--- src/rtl/multiword_add_seq_if.sv ---
// Operand/result handshake bundle for multiword_add_seq.
// Optional macro SIGNED_OVF_EN adds the signed-overflow flag ovf.
interface multiword_add_seq_if #(
    parameter int BW    = 16,
    parameter int WORDS = 4
);
    localparam int W = BW * WORDS;

    logic         in_valid;
    logic         in_ready;
    logic [W-1:0] A;
    logic [W-1:0] B;
    logic         cin;
    logic         out_valid;
    logic         out_ready;
    logic [W-1:0] sum;
    logic         cout;
`ifdef SIGNED_OVF_EN
    logic         ovf;
`endif

    // Producer/consumer side of the adder
    modport master (
        output in_valid, A, B, cin, out_ready,
        input  in_ready, out_valid, sum, cout
`ifdef SIGNED_OVF_EN
        , input ovf
`endif
    );

    // Adder side
    modport slave (
        input  in_valid, A, B, cin, out_ready,
        output in_ready, out_valid, sum, cout
`ifdef SIGNED_OVF_EN
        , output ovf
`endif
    );
endinterface

--- src/rtl/multiword_add_seq.sv ---
// Chunk-serial wide adder: one BW-bit Kogge-Stone prefix adder is reused
// WORDS times, LSB chunk first, with the carry chained through a register.
// Optional macro SIGNED_OVF_EN adds the signed-overflow output ovf.

// Combinational BW-bit Kogge-Stone adder with carry-in.
module kogge_stone_4bit #(
    parameter int bw = 16
) (
    input  logic [bw-1:0] a,
    input  logic [bw-1:0] b,
    input  logic          cin,
    output logic [bw-1:0] s,
    output logic          cout
);
    localparam int LV = $clog2(bw);

    logic [bw-1:0] g, p, g_n, p_n;
    logic [bw:0]   c;

    // Prefix doubling of generate/propagate, then fold in carry-in
    always_comb begin
        g   = a & b;
        p   = a ^ b;
        g_n = '0;
        p_n = '0;
        for (int l = 0; l < LV; l++) begin
            g_n = g;
            p_n = p;
            for (int i = (1 << l); i < bw; i++) begin
                g_n[i] = g[i] | (p[i] & g[i-(1<<l)]);
                p_n[i] = p[i] & p[i-(1<<l)];
            end
            g = g_n;
            p = p_n;
        end
        c    = {g | (p & {bw{cin}}), cin};
        s    = (a ^ b) ^ c[bw-1:0];
        cout = c[bw];
    end
endmodule

module multiword_add_seq #(
    parameter int BW    = 16,
    parameter int WORDS = 4
) (
    input  logic clk,
    input  logic rst,
    multiword_add_seq_if.slave bus
);
    localparam int KW = (WORDS > 1) ? $clog2(WORDS) : 1;

    typedef enum logic [1:0] {IDLE, RUN, DONE} state_t;

    state_t                   state, state_nx;
    logic [KW-1:0]            k;
    logic [WORDS-1:0][BW-1:0] a_q, b_q, sum_q;
    logic                     carry, cout_q;
    logic [BW-1:0]            add_s;
    logic                     add_co;
    logic                     last;
    logic                     in_ready, out_valid;

    assign last = (k == KW'(WORDS - 1));

    kogge_stone_4bit #(.bw(BW)) u_add (
        .a    (a_q[k]),
        .b    (b_q[k]),
        .cin  (carry),
        .s    (add_s),
        .cout (add_co)
    );

    // State register
    always_ff @(posedge clk) begin
        if (rst) state <= IDLE;
        else     state <= state_nx;
    end

    // Next state and handshake outputs; accept only from IDLE
    always_comb begin
        state_nx  = state;
        in_ready  = 1'b0;
        out_valid = 1'b0;
        unique case (state)
            IDLE: begin
                in_ready = 1'b1;
                if (bus.in_valid) state_nx = RUN;
            end
            RUN: begin
                if (last) state_nx = DONE;
            end
            DONE: begin
                out_valid = 1'b1;
                if (bus.out_ready) state_nx = IDLE;
            end
            default: state_nx = IDLE;
        endcase
    end

    // Operand capture, per-chunk sum write and carry chaining
    always_ff @(posedge clk) begin
        if (rst) begin
            k      <= '0;
            carry  <= 1'b0;
            cout_q <= 1'b0;
            sum_q  <= '0;
            a_q    <= '0;
            b_q    <= '0;
        end else begin
            unique case (state)
                IDLE: if (bus.in_valid) begin
                    a_q   <= bus.A;
                    b_q   <= bus.B;
                    carry <= bus.cin;
                    k     <= '0;
                end
                RUN: begin
                    sum_q[k] <= add_s;
                    carry    <= add_co;
                    if (last) cout_q <= add_co;
                    else      k      <= k + 1'b1;
                end
                default: ;
            endcase
        end
    end

    assign bus.in_ready  = in_ready;
    assign bus.out_valid = out_valid;
    assign bus.sum       = sum_q;
    assign bus.cout      = cout_q;

`ifdef SIGNED_OVF_EN
    logic ovf_q;

    // Signed overflow judged on the top chunk as RUN finishes
    always_ff @(posedge clk) begin
        if (rst)
            ovf_q <= 1'b0;
        else if (state == RUN && last)
            ovf_q <= (a_q[WORDS-1][BW-1] == b_q[WORDS-1][BW-1]) &&
                     (add_s[BW-1] != a_q[WORDS-1][BW-1]);
    end

    assign bus.ovf = ovf_q;
`endif
endmodule
--- src/flat_wrapper.sv ---
// flat-port wrapper written by rule: the top's interface ports become plain ports
module multiword_add_seq_flat 
#(
    parameter int BW    = 16,
    parameter int WORDS = 4
)
  (clk, rst, bus_in_valid, bus_A, bus_B, bus_cin, bus_out_ready, bus_in_ready, bus_out_valid, bus_sum, bus_cout);
  multiword_add_seq_if #(.BW(BW), .WORDS(WORDS)) bus_i ();
  input  logic clk;
  input  logic rst;
  input wire logic [$bits(bus_i.in_valid)-1:0] bus_in_valid;
  input wire logic [$bits(bus_i.A)-1:0] bus_A;
  input wire logic [$bits(bus_i.B)-1:0] bus_B;
  input wire logic [$bits(bus_i.cin)-1:0] bus_cin;
  input wire logic [$bits(bus_i.out_ready)-1:0] bus_out_ready;
  output wire logic [$bits(bus_i.in_ready)-1:0] bus_in_ready;
  output wire logic [$bits(bus_i.out_valid)-1:0] bus_out_valid;
  output wire logic [$bits(bus_i.sum)-1:0] bus_sum;
  output wire logic [$bits(bus_i.cout)-1:0] bus_cout;
  assign bus_i.in_valid = bus_in_valid;
  assign bus_i.A = bus_A;
  assign bus_i.B = bus_B;
  assign bus_i.cin = bus_cin;
  assign bus_i.out_ready = bus_out_ready;
  assign bus_in_ready = bus_i.in_ready;
  assign bus_out_valid = bus_i.out_valid;
  assign bus_sum = bus_i.sum;
  assign bus_cout = bus_i.cout;
  multiword_add_seq #(.BW(BW), .WORDS(WORDS)) u_core (.clk(clk), .rst(rst), .bus(bus_i));
endmodule
--- config.mk ---
export PLATFORM = sky130hd
export DESIGN_NAME = multiword_add_seq_flat
export DESIGN_NICKNAME = d
export VERILOG_FILES = /design/src/rtl/multiword_add_seq_if.sv /design/src/rtl/multiword_add_seq.sv /design/src/flat_wrapper.sv
export SDC_FILE = /design/constraint.sdc
export NUM_CORES = 1
export LEC_CHECK = 0
export ABC_AREA = 1
export ABC_CLOCK_PERIOD_IN_PS = 6800
export CORE_MARGIN = 2
export CORE_UTILIZATION = 56
export CTS_BUF_LIST = sky130_fd_sc_hd__clkbuf_2
export CTS_CLUSTER_SIZE = 14
export DETAILED_ROUTE_END_ITERATION = 6
export GPL_TIMING_DRIVEN = 0
export PLACE_DENSITY = 0.92
export RECOVER_POWER = 25
export SLEW_MARGIN = 20
export SYNTH_ARGS = -nofsm -noshare
export SYNTH_HDL_FRONTEND = slang
export SYNTH_HIERARCHICAL = 1
export SYNTH_SLANG_ARGS = --single-unit
--- constraint.sdc ---
create_clock -name clk -period 6.8 [get_ports clk]
set_input_delay 1.36 -clock clk [delete_from_list [all_inputs] [get_ports clk]]
set_output_delay 1.36 -clock clk [all_outputs]
set_load 0.03 [all_outputs]
Yosys cells after proc, flatten, opt, wreduce, memory -nomap -nowiden
Index checks and enable logic that the tools add are counted.
{ "classes": {"n_addsub": 1, "n_mul": 0, "div_mod_pow": 0, "order_cmp": 2, "eq_ne": 7, "n_shift": 0, "n_mux": 18, "bitwise": 152, "reduce_logical": 8} }
{ "op_table": {"columns": ["cell", "n"], "rows": [
  ["1-bit bitwise AND", 98],
  ["16-bit binary-select mux with 2-bit select", 2],
  ["64-bit bitwise mux", 1],
  ["1-bit OR", 49],
  ["16-bit two-way mux", 3],
  ["16-bit bitwise AND", 2],
  ["16-bit demux with 2-bit select", 1],
  ["16-bit XOR", 2],
  ["16-bit OR", 1],
  ["2-bit two-way mux", 5],
  ["2-bit != test, second input constant", 3],
  ["2-bit case mux with 3 select lines", 1],
  ["2-bit AND reduction", 3],
  ["3-bit AND reduction", 2],
  ["2-bit == test, second input constant", 2],
  ["2-bit case mux with 2 select lines", 1],
  ["2-bit by 3-bit < comparator with 1-bit output, second input constant", 1],
  ["1-bit two-way mux", 3],
  ["2-bit by 1-bit adder with 2-bit output, second input constant", 1],
  ["2-bit by 1-bit == test with 1-bit output, second input constant", 1],
  ["2-bit by 1-bit greater-or-equal comparator with 1-bit output, second input constant", 1],
  ["2-bit zero test", 1],
  ["2-bit by 1-bit != test with 1-bit output, second input constant", 1],
  ["1-bit case mux with 2 select lines", 1],
  ["2 further kinds", 2]
]} }
{ "totals": {"register_bits": 198, "latch_bits": 0, "ram_bits": 0, "rom_bits": 0, "inputBits": 133, "output_inout_bits": 67, "elab_cells": 204, "mem_count": 0} }

Depth between registers and ports, before layout
Gate-level depths: netlist of run 1.
{ "logic_depth": {"ltp_word": 14, "depth_mapped": 18, "depth_no_buf": 15} }

Hierarchy
The synthesis of run 1 kept the hierarchy.
{ "by_module_without_submodules": {"columns": ["module", "n_inst", "cells_each", "area_per_inst_um2", "seq_area_each_um2"], "rows": [
  ["multiword_add_seq", 1, 1065, 7886.3, 3963.8],
  ["kogge_stone_4bit", 1, 209, 1074.8, 0.0]
]} }

Worst setup path after synthesis of run 1
No wires, ideal clock.
{ "synth_path": {"kind": "reg2reg", "from": "register u_core.k[0]", "to": "register u_core.sum_q (netlist bit u_core/bus.sum[40])", "setup_time_ns": 0.064, "t_arrival_ns": 2.347, "required_ns": 6.736, "path_slack_ns": 4.388, "path_stages_with_launch": 18, "path_buffers": 3, "synth_period_minus_slack_ns": 2.412, "path_cell_list": "dfxtp_1 -> buf_2 -> inv_1 -> buf_2 -> buf_2 -> o21ai_0 -> o22ai_1 -> ha_1 -> nand2_1 -> nand2_1 -> nand3b_1 -> nand2_1 -> nand2_1 -> nand2_1 -> inv_1 -> nor2_1 -> nor2_1 -> nor2_1"} }
{ "synth_between": {"elab_chain_cells": 12, "elab_cells_between_ends": 36, "cone_classes": "order compare: 2; mux: 7; bitwise: 26; reduce/logical: 1"} }
{ "synth_lines": {"columns": ["item", "line_no", "rtl"], "rows": [
  ["start, declared", "multiword_add_seq.sv:55", "logic [KW-1:0] k;"],
  ["start signal, assigned", "multiword_add_seq.sv:121", "else k <= k + 1'b1;"],
  ["16-bit binary-select mux with 2-bit select (on tied branches)", "multiword_add_seq.sv:66, multiword_add_seq.sv:67", null],
  ["16-bit two-way mux (on tied branches)", "multiword_add_seq.sv:66, multiword_add_seq.sv:67", null],
  ["16-bit XOR / 16-bit bitwise AND (equally long branches)", "multiword_add_seq.sv:23, multiword_add_seq.sv:37, multiword_add_seq.sv:22", null],
  ["1-bit bitwise AND", "multiword_add_seq.sv:30", "g_n[i] = g[i] | (p[i] & g[i-(1<<l)]);"],
  ["1-bit OR", "multiword_add_seq.sv:30", null],
  ["1-bit bitwise AND", "multiword_add_seq.sv:30", null],
  ["1-bit OR", "multiword_add_seq.sv:30", null],
  ["1-bit bitwise AND", "multiword_add_seq.sv:30", null],
  ["1-bit OR", "multiword_add_seq.sv:30", null],
  ["16-bit OR", "multiword_add_seq.sv:36", "c = {g | (p & {bw{cin}}), cin};"],
  ["16-bit XOR *", "multiword_add_seq.sv:37", "s = (a ^ b) ^ c[bw-1:0];"],
  ["net u_core.add_s[8]", "multiword_add_seq.sv:58", "logic [BW-1:0] add_s;"],
  ["64-bit bitwise mux *", "multiword_add_seq.sv:118", "sum_q[k] <= add_s;"],
  ["end signal, assigned by index", "multiword_add_seq.sv:118", null],
  ["end, declared", "multiword_add_seq.sv:56", "logic [WORDS-1:0][BW-1:0] a_q, b_q, sum_q;"]
]} }
Mark *: on every way through the listed nets, which the timed path passes. The rest lies on a longest branch. The select of a mux whose other input is x is not followed.
A chain may end at the register's enable or synchronous reset.

Worst setup path in the final report of run 1
{ "layout_path": {"from": "register u_core.state[1]", "to": "output port bus_out_valid"} }
{ "layout_between": {"elab_chain_cells": 2} }
{ "layout_lines": {"columns": ["item", "line_no", "rtl"], "rows": [
  ["start, declared", "multiword_add_seq.sv:54", "state_t state, state_nx;"],
  ["start signal, assigned", "multiword_add_seq.sv:76", "else state <= state_nx;"],
  ["2-bit == test", "multiword_add_seq.sv:84", "unique case (state)"],
  ["1-bit two-way mux", "multiword_add_seq.sv:84", null],
  ["end, declared", "flat_wrapper.sv:17", "output wire logic [$bits(bus_i.out_valid)-1:0] bus_out_valid;"]
]} }
Every way passes these cells.

==> results list, run 1 <==
- From left edge to right edge, the die measures 130.5 microns.
- After the last flow step, the layout net total stands at 1646.
- In this run the power spent charging and discharging nets is 0.001016 W.
- The post-route netlist has 5.914% of its cells at a drive strength greater than 1.
* Top achievable clock speed: 277.1 MHz
- Avg Cell Area, Syn: 7.034 sq um
- PD cells: 234.5 nW/um^2
- For the final routed database, the setup TNS stands at 0 ns.
* Global routing usage on met2: 56.46%
* Clk Latency, worst-skew pair: 0.82 ns
- For this block, the via count after detailed routing is 9399.
- In this run the number of H-tree levels came out at 4.
- Area of placed instances: 11220 sq um
- Final RePlAce weighted congestion: 0.9923
- Max Slew Vio Count: 0
* Post-detailed-routing wire length: 28230 microns
- Combinational logic burns 30.7% of the power.
- Summing the areas of all fa, ha and maj instances in the mapped netlist gives 3.016% of the synthesized area.
* Max-cap violations: 0
- The first global-routing pass estimated 43820 microns of wire.
* Maximum vdd ir drop: 0.0001253 V
- The internal portion of the total power is 0.001663 W.
- Summing the areas of all compound-gate instances in the mapped netlist gives 18.04% of the synthesized area.
- Compared with the post-synthesis result, the final layout area differs by 27.46%.
* Measured slew at the worst slew-check pin: 0.7843 ns
* Main combinational cell family by area after synthesis: simple AND/OR/NAND/NOR gates
- Detailed Place HPWL: 22400 microns
- Max-slew headroom: 47.52%
* Total number of yosys warnings: 6
* Num CTS Buffers: 17
- Number of unique standard cell types used by synthesis: 34
* Final count of hold timing violations: 0
* Async S/R FF share, synth: 0%
- Main synth FF type: dfxtp_1
- TritonCTS built the clock tree.
- The root buffer cell chosen for the clock tree is clkbuf_2.
- Counting both buffers and inverters, the worst setup path holds a total of 2.
- The signal on the critical path passes through inv_1, nor2_1, clkdlybuf4s50_1.
- After synthesis the netlist holds a flip-flop and latch count of 198.
- Gate count after technology mapping: 1274
- Summing internal, switching and leakage power gives 0.002679 W.
- Post-place setup slack: 3.384 ns
- Post-CTS sizing: 0
- After routing the design area is 11420 sq um.
- Number of buffers added on ports: 199
- For flop-to-flop paths, the worst setup slack is 3.48 ns.
- The run finished with clean final reports.
- 1st-pass router iterations: 6
- The min-delay analysis places its worst path in the category reg -> reg.
- DR iter-0 viols: 1181
* Share of cell area taken by muxes after synthesis: 0%
- The initial utilization of the core area, before any placement, comes to 56.82%.
- Minimum period implied by the final worst setup slack: 3.608 ns
- Clock slew at the register clock pins of the worst setup and hold paths: 0.31 ns
- Post-CTS setup buffer count: 0
* Reg power frac: 48.8%
- Global routing used 33.53% of the available tracks.
- Setup violations remaining at the end of the flow were counted as 0.
- The largest single stage delay on the critical path is 0.70 ns.
* Pin count of the biggest net entering global routing: 20
- CTS sink cnt: 198
- The longest clock path from root to sink contains 2 buffers.
- PnR worst setup slack: 3.192 ns
* Routed length per placed instance: 16.40 microns
- Post-synthesis instance area: 8961 sq um
- Core outline area: 15770 sq um
- Worst Skew: 0.03312 ns
* Critical Setup Path Class: reg -> out
- Final core area utilization: 72.43%
- Pin placement for this block handled 200 I/O pins.
* Arrival time at the worst endpoint: 2.25 ns
- Via count of the first global-routing pass: 8844
* Routing usage on met3: 4.642%
- Critical Path RT: 5.44 ns
- The die covers 17030 sq um.
* Cell family with the largest share of critical-path delay: buffers and inverters
- The floorplan has 46 rows.
* Number of DRC violations after detailed routing: 0
- Hold repair after CTS inserted 0 buffers.
- Remaining global-route overflow: 0
- Setup repair after global routing left no endpoint under its margin.
* Leakage: 4.949 nW
* Part of the Yosys area used for sequential elements: 44.23%
- Via density: 5.458
- Fill cells in the final layout number 1320.
- Synthesized-area fraction occupied by xor and xnor cells: 0.6842%
- Worst Setup Start Kind: flop
- Synth Net Count: 1428
* Fraction of power spent switching nets: 37.93%
- The synthesized design contains 0 enable-type register cells.
- Once detail routing completed, the nets flagged for antenna violations numbered 0.
* Kind of end point of the critical path: output port
- Clk pwr share: 20.5%
- Simple-gate area share of the yosys netlist: 27.23%
* Slowest CP cell: clkdlybuf4s50_1
- Maximum fanout along the worst path: 4
- The die is 130.5 microns tall.
* Met1 Usage GRT: 42.43%
* Global routing's busiest layer: met2
- Dividing the final minimum period by the clock period gives 53.06%.
- The number of antenna violations at the first check in global routing was 1.
through the flow:
stage               hold WS [ns]  cells
floorplan                 0.4495   1274
global placement          0.4566   1689
detailed placement        0.4669   1689
CTS                       0.5050   1721
global route              0.5261   1722
finish                    0.5070   1722
routing by layer:
layer	vias up	part of all wire, %
met3	94	7.5
met1	4234	41
met4	0	4.6
met2	494	47
li1	4577	-
met5	-	0
cell usage after synthesis (3+ instances only):
cell type,number,area (sq um)
dfxtp_1,198,3964
nor2_2,11,68.82
xor2_1,4,35.03
inv_1,51,191.4
nand3_1,24,120.1
xnor2_1,3,26.28
clkbuf_1,34,127.6
nand2_1,83,311.6
nor3_1,3,15.01
o21ai_0,219,1096
o21ai_1,40,200.2
nand4_1,3,18.77
nor2_8,4,80.08
ha_1,20,250.2
nor2_1,466,1749
nand2_2,4,25.02
buf_2,32,160.2
a21oi_1,16,80.08
inv_2,4,15.01
o22ai_1,32,200.2
buf_6,8,90.09
cell usage in the layout, fill, tap and decap left out, drive strengths merged:
cell,synthesis,layout
a21o,1,1
a21oi,17,17
buf,43,33
clkbuf,34,61
clkdlybuf4s50,0,197
clkinv,0,8
clkinvlp,0,1
dfxtp,198,198
diode,0,1
dlygate4sd3,0,2
fa,1,1
ha,20,20
inv,56,62
nand2,88,88
nand3,25,25
nand3b,1,1
nand4,3,3
nor2,483,483
nor3,3,3
o21a,1,1
o21ai,260,260
o21bai,1,1
o22ai,32,32
xnor2,3,3
xor2,4,4
power groups by stage:
stage | Sequential, W | Clock (W) | Combinational [W]
after floorplan | 0.00135 | 0 | 0.000465
after global placement | 0.00132 | 0 | 0.000787
after detailed placement | 0.00133 | 0 | 0.000803
after CTS | 0.00130 | 0.000556 | 0.000807
after global routing | 0.00132 | 0.000603 | 0.000894
final | 0.00131 | 0.000549 | 0.000823
final cells by class:
class | count | area [sq um] | share of cell area (%)
multi-input cells | 943 | 4369 | 38.25
plain buffers | 77 | 381.6 | 3.341
diodes | 1 | 2.502 | 0.02191
repair buffers | 199 | 1992 | 17.44
well taps | 216 | 270.3 | 2.366
clock inverters | 15 | 145.1 | 1.271
inverters | 56 | 212.7 | 1.862
clock buffers | 17 | 85.08 | 0.7449
flip-flops and latches | 198 | 3964 | 34.70
tightest hold or removal path, cell delays in order, from the launching register on:
cell and delay (ns):
dfxtp_1 0.38, nor2_1 0.09, nor2_1 0.05
final timing paths:
check,from,end,cells after the start
setup / recovery,u_core/state[1]$_SDFFE_PP0P_,bus_out_valid,3
hold / removal,u_core/a_q[24]$_SDFFE_PP0P_,u_core/a_q[24]$_SDFFE_PP0P_,2
setup reg to reg,u_core/k[0]$_SDFFE_PP0P_,u_core/bus.sum[5]$_SDFFE_PP0P_,14
hold reg to reg,u_core/a_q[24]$_SDFFE_PP0P_,u_core/a_q[24]$_SDFFE_PP0P_,2
registers in the layout (all words and copies together), names as in the netlist:
signal,flops
u_core/k,2
u_core/carry,1
u_core/bus.sum,64
u_core/bus.cout,1
u_core/a_q,64
u_core/b_q,64
u_core/state,2
kinds of logic (layout without fill, tap and decap cells):
group | after synthesis | after routing
AOI/OAI and AO/OA | 312 | 312
xor gates and xnor gates | 7 | 7
adders and majority gates | 21 | 21
buffers and inverters | 133 | 364
DFF | 198 | 198
other | 0 | 1
and+or+nand+nor | 603 | 603
Power figures use the tool's default switching activity.
==> inputs of run 2 (changes only) <==
--- a/config.mk
+++ b/config.mk
@@ -6,14 +6,14 @@
 export NUM_CORES = 1
 export LEC_CHECK = 0
 export ABC_AREA = 1
-export ABC_CLOCK_PERIOD_IN_PS = 6800
+export ABC_CLOCK_PERIOD_IN_PS = 3150
 export CORE_MARGIN = 2
-export CORE_UTILIZATION = 56
+export CORE_UTILIZATION = 47
 export CTS_BUF_LIST = sky130_fd_sc_hd__clkbuf_2
 export CTS_CLUSTER_SIZE = 14
 export DETAILED_ROUTE_END_ITERATION = 6
 export GPL_TIMING_DRIVEN = 0
-export PLACE_DENSITY = 0.92
+export PLACE_DENSITY = 0.83
 export RECOVER_POWER = 25
 export SLEW_MARGIN = 20
 export SYNTH_ARGS = -nofsm -noshare
==> constraint.sdc (replaced) <==
create_clock -name clk -period 3.15 [get_ports clk]
set_input_delay 0.63 -clock clk [delete_from_list [all_inputs] [get_ports clk]]
set_output_delay 0.63 -clock clk [all_outputs]
set_load 0.03 [all_outputs]
==> run 2 against run 1 <==
Compared with the run above:
- largest cell class unchanged
- clock-buffer cell count stayed put
- via count is 1.1% lower
- sequential share of layout area is 0.31 points lower
- register-to-register slack worse by 3.4 ns
- first-iteration DRC count is 24% lower
- core utilization is 11 points lower
- highest routed layer unchanged
- worst setup slack worse by 3.1 ns
- cell count is 1.2% higher
- clock power is 110% higher
- non-clock buffer count is 2 higher
- cell area is 1.0% higher
- wire length is 1.2% lower
==> results list, run 2 (same netlist as run 1, synthesis figures left out) <==
* CTS sink cnt: 198 (unchanged)
- Max-cap violations: 0 (unchanged)
- Worst Skew: 0.04266 ns (+0.009539 ns)
* Antenna Violating Nets Remaining: 0 (unchanged)
- The worst hold path belongs to the class in -> reg.
- The number of nets at the end of the flow is 1648 (+0.12%).
* Endpoints failing setup: 0 (unchanged)
- Ratio of final minimum period to clock period: 96.59%
- The number of buffer cells added on primary ports was 199 (unchanged).
- Antenna violations before repair: 1 (unchanged)
- Leading cell types in the layout, fill and taps excluded: 465 x nor2_1, 219 x o21ai_0, 199 x clkdlybuf4s50_1, 197 x dfxtp_1, 83 x nand2_1
- Kind of end point of the critical path: flop
- The total power after layout is 0.005783 W (+120%).
- Via count of the first global-routing pass: 8664 (-2.0%)
* CTS HTree Levels: 4 (unchanged)
* Die boundary height: 142.1 microns (+8.9%)
- The residual DRC count was 0 (unchanged).
* Arrival time at the worst endpoint: 3.78 ns (+1.53 ns)
- The violation count after the first detailed-routing iteration is 899 (-24%).
- Remaining global-route overflow: 0 (unchanged)
* Wire length of the first global-routing pass: 43410 microns (-0.93%)
- The iteration count of the initial detailed-routing pass was 7 (+1).
- Initial standard-cell utilization of the core: 47.91% (-8.9 points)
* Worst Setup Start Kind: flop
- The run finished with clean final reports.
* Setup repair after global routing missed its margin: true
* Pin count of the biggest net entering global routing: 19 (-5.0%)
* PnR worst setup slack: 0.1076 ns (-3.084 ns)
- The normalized max-slew margin is 59.47% (+12 points).
- Cell Count Post-Placement: 1707 (+1.1%)
- Maximum vdd ir drop: 0.0002357 V (+88%)
* Root buffer selected by CTS: clkbuf_2
* Top achievable clock speed: 328.7 MHz
- Ratio of cells with drive above 1 in the final layout: 7.830% (+1.9 points)
- The core area was 18710 sq um (+19%).
- The floorplan die area came to 20190 sq um (+19%).
- GRT Resource Usage Total: 27.55% (-6.0 points)
- The critical path required time is 3.89 ns (-1.55 ns).
* Post-place setup slack: -0.03741 ns (-3.422 ns)
- Worst-case clock buffer depth: 2 (unchanged)
* Final count of hold timing violations: 0 (unchanged)
- The clock latency of the later-clocked register in the worst-skew pair is 0.80 ns (-0.02 ns).
- By startpoint and endpoint, the worst setup path is classified as reg -> reg.
* Clock tree from TritonCTS: built
- Ports: 200 (unchanged)
- Die width: 142.1 microns (+8.9%)
- Maximum fanout along the worst path: 10 (+6)
- The cell area power density was 501.2 nW/um^2 (+110%).
- The overall routed net length is 27890 microns (-1.2%).
* Layout filler cell count: 1711 (+30%)
- The transition at the pin with the smallest max-transition slack is 0.6057 ns (-0.1787 ns).
* Num CTS Buffers: 17 (unchanged)
* Sum of negative setup slack: 0 ns (unchanged)
* Detailed Place HPWL: 22040 microns (-1.6%)
- Leakage: 4.987 nW (+0.77%)
* Final RePlAce weighted congestion: 1.002 (+0.99%)
- Minimum period implied by the final worst setup slack: 3.042 ns
- Final worst hold slack: 0.4103 ns (-0.09673 ns)
* Layout overhead on the synthesized area: 28.75%
* Routed length per placed instance: 16.01 microns (-2.4%)
- The detailed-route via count is 9295 (-1.1%).
- Most frequent standard cell in the layout excluding fill and tap cells: nor2_1
- The number of standard cells in the final layout excluding fillers was 1742 (+1.2%).
- The number of placement rows was 50 (+8.7%).
- The average via count per standard cell came to 5.336 (-2.2%).
- The clock input transition at the sequential cells of the worst setup and hold paths came to 0.28 ns (-0.03 ns).
- The number of max-slew violations in the final report is 0 (unchanged).
==> run 2: changes by cell type in the layout (fill, tap and decap cells not counted), sizes merged <==
cell           change
clkbuf             +5
buf                -3
clkinv             -3
clkdlybuf4s50      +2
clkinvlp           +2
dlygate4sd3        -2
inv                +1
==> run 2: per-stage QoR <==
stage / cell area (sq um) / util [%]
6_report: 11540 / 61.68
5_1_grt: 11540 / 61.68
4_1_cts: 11460 / 61.26
3_5_place_dp: 11250 / 60.12
3_3_place_gp: 11250 / 60.12
2_1_floorplan: 8961 / -
==> run 2: worst paths after layout <==
| path | startpoint | endpoint | slack, ns | cells after the start |
|---|---|---|---|---|
| min reg2reg | u_core/b_q[37]$_SDFFE_PP0P_ | u_core/b_q[37]$_SDFFE_PP0P_ | 0.50 | 2 |
| max reg2reg | u_core/k[0]$_SDFFE_PP0P_ | u_core/bus.sum[38]$_SDFFE_PP0P_ | 0.11 | 15 |
| max | u_core/k[0]$_SDFFE_PP0P_ | u_core/bus.sum[38]$_SDFFE_PP0P_ | 0.11 | 15 |
| min | bus_B[0] | u_core/b_q[0]$_SDFFE_PP0P_ | 0.41 | 3 |
==> run 2: layout make-up <==
class                           instances  area [sq um]  share of cell area (%)
Inverter                               56         212.7                   1.844
Timing Repair Buffer                  201          2007                   17.40
Antenna cell                            1         2.502                 0.02169
Tap cell                              234         292.8                   2.538
Buffer                                 77         401.6                   3.481
Multi-Input combinational cell        943          4448                   38.55
Clock inverter                         15         120.1                   1.041
Clock buffer                           17         85.08                  0.7374
Sequential cell                       198          3968                   34.39
==> run 2: where the power goes <==
| group | internal, W | total, W | leakage [nW] | switching, W |
|---|---|---|---|---|
| Clock | 0.000230 | 0.00114 | 0.124 | 0.000911 |
| Sequential | 0.00270 | 0.00282 | 1.63 | 0.000115 |
| Combinational | 0.000673 | 0.00182 | 3.23 | 0.00115 |
==> run 2: worst max-delay path, stage by stage (launching register included) <==
cell      delay, ns
dfxtp_4        0.43
buf_2          0.20
inv_1          0.08
buf_2          0.18
clkbuf_4       0.21
nor2_1         0.17
o22ai_1        0.19
ha_1           0.40
nand2_1        0.09
nor2_1         0.12
nor2_2         0.06
o21ai_2        0.22
buf_4          0.16
xor2_2         0.28
nor2_1         0.08
nor2_1         0.10
==> run 2: routing by layer <==
| metal | wire [microns] | vias up | global-route usage, % |
|---|---|---|---|
| met5 | 0 | - | 0 |
| met4 | 861 | 0 | 9.684 |
| met3 | 2270 | 71 | 4.711 |
| met2 | 13350 | 439 | 47.93 |
| met1 | 11410 | 4210 | 34.46 |
| li1 | - | 4575 | - |
==> run 2: timing repair <==
item,CTS,global route
hold buffers,0,0
endpoints found under the hold margin,0,0
endpoints found under the setup margin,4,51
pin swaps,0,3
resized for setup,1,39
buffers inserted,0,2
==> inputs of run 3 (changes only) <==
--- a/config.mk
+++ b/config.mk
@@ -7,13 +7,15 @@
 export LEC_CHECK = 0
 export ABC_AREA = 1
 export ABC_CLOCK_PERIOD_IN_PS = 3150
+export CORE_ASPECT_RATIO = 1.25
 export CORE_MARGIN = 2
-export CORE_UTILIZATION = 47
+export CORE_UTILIZATION = 60
 export CTS_BUF_LIST = sky130_fd_sc_hd__clkbuf_2
 export CTS_CLUSTER_SIZE = 14
 export DETAILED_ROUTE_END_ITERATION = 6
+export DONT_BUFFER_PORTS = 1
 export GPL_TIMING_DRIVEN = 0
-export PLACE_DENSITY = 0.83
+export PLACE_DENSITY = 0.84
 export RECOVER_POWER = 25
 export SLEW_MARGIN = 20
 export SYNTH_ARGS = -nofsm -noshare
==> run 3 against run 2 <==
Compared with the run above:
- core utilization grew 12 points
- clock-buffer cell count grew 1
- register-to-register slack lost 0.04 ns
- largest power group unchanged
- first-iteration DRC count grew 12%
- cell area shrank 7.0%
- worst setup slack lost 0.036 ns
- global-route usage grew 8.2 points
- worst hold slack lost 0.39 ns
- clock power grew 18%
- fmax shrank 1.2%
- sequential power grew 4%
- non-clock buffer count shrank 85
==> results list, run 3 (same netlist as run 1, synthesis figures left out) <==
* Num CTS Buffers: 17 (unchanged)
* Layout overhead on the synthesized area: 19.74%
* Critical Path RT: 3.87 ns (-0.02 ns)
* Worst Setup Start Kind: flop
- Routed length per placed instance: 18.60 microns (+16%)
- Outcome: complete, no violations
- DR iter-0 viols: 1009 (+12%)
- Via count of the routed design: 9581 (+3.1%)
- Final RePlAce weighted congestion: 0.9801 (-2.2%)
- Final worst hold slack: 0.01792 ns (-0.3923 ns)
- Max-cap violations: 0 (unchanged)
- The cell area power density came to 551.9 nW/um^2 (+10%).
* Root buffer selected by CTS: clkbuf_2
- Endpoints failing setup: 0 (unchanged)
- The die width is 113.3 microns (-20%).
* Worst Setup EP: u_core/bus.sum[22]$_SDFFE_PP0P_
* CTS sink cnt: 198 (unchanged)
* Antenna Violating Nets Remaining: 0 (unchanged)
* Via density: 5.984 (+12%)
* Ports: 200 (unchanged)
- In the layout the commonest cells are 466 x nor2_1, 218 x o21ai_0, 197 x dfxtp_1, 114 x dlygate4sd3_1, 81 x nand2_1.
* Slowest stage delay, CP: 0.51 ns (+0.08 ns)
* Antenna violations before repair: 1 (unchanged)
* Cell family with the largest share of critical-path delay: compound AO/OA/AOI/OAI gates
- Pin count of the biggest net entering global routing: 18 (-1)
- Worst R2R End: u_core/bus.sum[22]$_SDFFE_PP0P_
- The peak ir drop on the vdd network came to 0.0003637 V (+54%).
- Cell depth of the worst setup path: 12 (-3)
- First element of the critical path: u_core/k[0]$_SDFFE_PP0P_
- The core area is 14470 sq um (-23%).
- 1st-pass router iterations: 6 (-1)
- The worst hold path belongs to the class in -> reg.
* Via count of the first global-routing pass: 8979 (+3.6%)
* Worst reg2reg path depth: 12 (-3)
- CTS HTree Levels: 4 (unchanged)
* Layout Cell Area excl Fill: 10730 sq um (-7.0%)
* Crit path cell chain: clkbuf_1, o21ai_0, o22ai_1, ha_1, nand2_1, nor2_1, nor2_1, o21ai_2, buf_4, xor2_4, nor2_1, nor2_1
* Final layout net count: 1563 (-5.2%)
- The share of cells above drive strength 1 was 8.093% (+0.26 points).
* Wire length of the first global-routing pass: 44860 microns (+3.4%)
- Post-detailed-routing wire length: 29780 microns (+6.8%)
- The floorplan die area was 15930 sq um (-21%).
- The final critical-path required period is 3.079 ns (+0.03634 ns).
- The number of placement rows is 49 (-2.0%).
- The clock tree skew after final layout was 0.03904 ns (-0.003617 ns).
- TritonCTS built the clock tree.
* Critical R2R Launch: u_core/k[0]$_SDFFE_PP0P_
* Final count of hold timing violations: 0 (unchanged)
- The cell that appears most often on the critical path is nor2_1.
* Number of buffers added on ports: 0 (-100%)
- The residual DRC count was 0 (unchanged).
- Ratio of final minimum period to clock period: 97.74% (+1.2 points)
- The normalized max-slew margin was 43.47% (-16 points).
- The placed standard-cell area came to 9184 sq um (-18%).
- Maximum fanout along the worst path: 14 (+4)
- The global-route total usage across every layer came to 35.74% (+8.2 points).
- The initial cell density of the core was 61.93% (+14 points).
- Buffers plus inverters on the worst setup path: 2 (-3)
- The clock latency of the later-clocked register in the worst-skew pair was 0.79 ns (about the same).
- Final core area utilization: 74.16% (+12 points)
- The post-DP HPWL was 19960 microns (-9.4%).
- Leakage: 4.755 nW (-4.6%)
* Die boundary height: 140.6 microns (-1.0%)
- Worst-case clock buffer depth: 2 (unchanged)
- The transition at the pin with the smallest max-transition slack was 0.8449 ns (+0.2392 ns).
- The largest individual stage delay along the critical path comes from the cell dfxtp_4.
* Top achievable clock speed: 324.8 MHz (-1.2%)
* Max Slew Vio Count: 0 (unchanged)
- Clock slew at the register clock pins of the worst setup and hold paths: 0.28 ns (about the same)
* Sum of negative setup slack: 0 ns (unchanged)
- STA classifies the critical path endpoint as a flop.
- Most frequent standard cell in the layout excluding fill and tap cells: nor2_1
* Worst reg-to-reg setup slack: 0.07 ns (-0.04 ns)
- Arrival time at the worst endpoint: 3.80 ns (+0.02 ns)
* Overall Power: 0.005922 W (+2.4%)
* Remaining global-route overflow: 0 (unchanged)
- Critical Setup Path Class: reg -> reg
run 3: cell types whose count changed in the layout (fill, tap and decap cells not counted), moves of 3 or more:
cell             change
bufinv_16            +3
buf_2                -6
nor2_2               -3
ha_2                 -3
clkbuf_1             +4
buf_4                +4
clkdlybuf4s50_1    -199
inv_8                -3
dlygate4sd3_1      +114
run 3: per-stage QoR:
| step | setup slack (ns) | cells |
|---|---|---|
| finish | 0.07122 | 1601 |
| floorplan | 0.7383 | 1274 |
| CTS | 0.0007794 | 1591 |
| global route | -0.004776 | 1600 |
| detailed placement | 0.07406 | 1452 |
| global placement | 0.1018 | 1452 |
run 3: final cells by class:
class	count	area, sq um
Inverter	56	212.7
Tap cell	178	222.7
Multi-Input combinational cell	943	4506
Clock buffer	18	90.09
Sequential cell	198	3968
Antenna cell	2	5.005
Buffer	76	392.9
Timing Repair Buffer	117	1164
Fill cell	1077	3739
Clock inverter	13	170.2
run 3: worst min path at each step:
stage	startpoint	to	slack, ns	cells after the start
2_1_floorplan	u_core/a_q[32]$_SDFFE_PP0P_	u_core/a_q[32]$_SDFFE_PP0P_	0.45	2
3_3_place_gp	u_core/b_q[20]$_SDFFE_PP0P_	u_core/b_q[20]$_SDFFE_PP0P_	0.46	2
3_5_place_dp	u_core/a_q[18]$_SDFFE_PP0P_	u_core/a_q[18]$_SDFFE_PP0P_	0.46	2
4_1_cts	bus_A[39]	u_core/a_q[39]$_SDFFE_PP0P_	0.0003	2
5_1_grt	bus_B[44]	u_core/b_q[44]$_SDFFE_PP0P_	-0.02	2
6_report	bus_A[5]	u_core/a_q[5]$_SDFFE_PP0P_	0.02	2
run 3: repair_timing:
| item | CTS | global route |
|---|---|---|
| cloned | 0 | 0 |
| gates resized for setup | 2 | 45 |
| hold buffers | 108 | 6 |
| setup endpoints to repair | 2 | 50 |
| setup buffers | 0 | 3 |
| hold endpoints to repair | 108 | 6 |
| pin swaps | 0 | 7 |
run 3: metal layers:
layer  GRT usage [%]  vias up  wire (microns)
li1                -     4412               -
met3           8.212      167            3193
met4           21.05        0            1965
met1           40.15     4296           10440
met2           61.58      706           14170
met5               0        -               0
run 3: power by group:
part | switching, W | internal, W | leakage [nW] | total, W
registers | 0.000226 | 0.00270 | 1.63 | 0.00293
logic | 0.00109 | 0.000567 | 2.98 | 0.00166
clock network | 0.000882 | 0.000453 | 0.144 | 0.00134
run 3: worst reg2reg max path: stages, from the launching register on:
cell and delay (ns):
dfxtp_4 0.51, clkbuf_1 0.50, o21ai_0 0.26, o22ai_1 0.32, ha_1 0.34, nand2_1 0.11, nor2_1 0.04, nor2_1 0.20
o21ai_2 0.14, buf_4 0.17, xor2_4 0.22, nor2_1 0.09, nor2_1 0.11
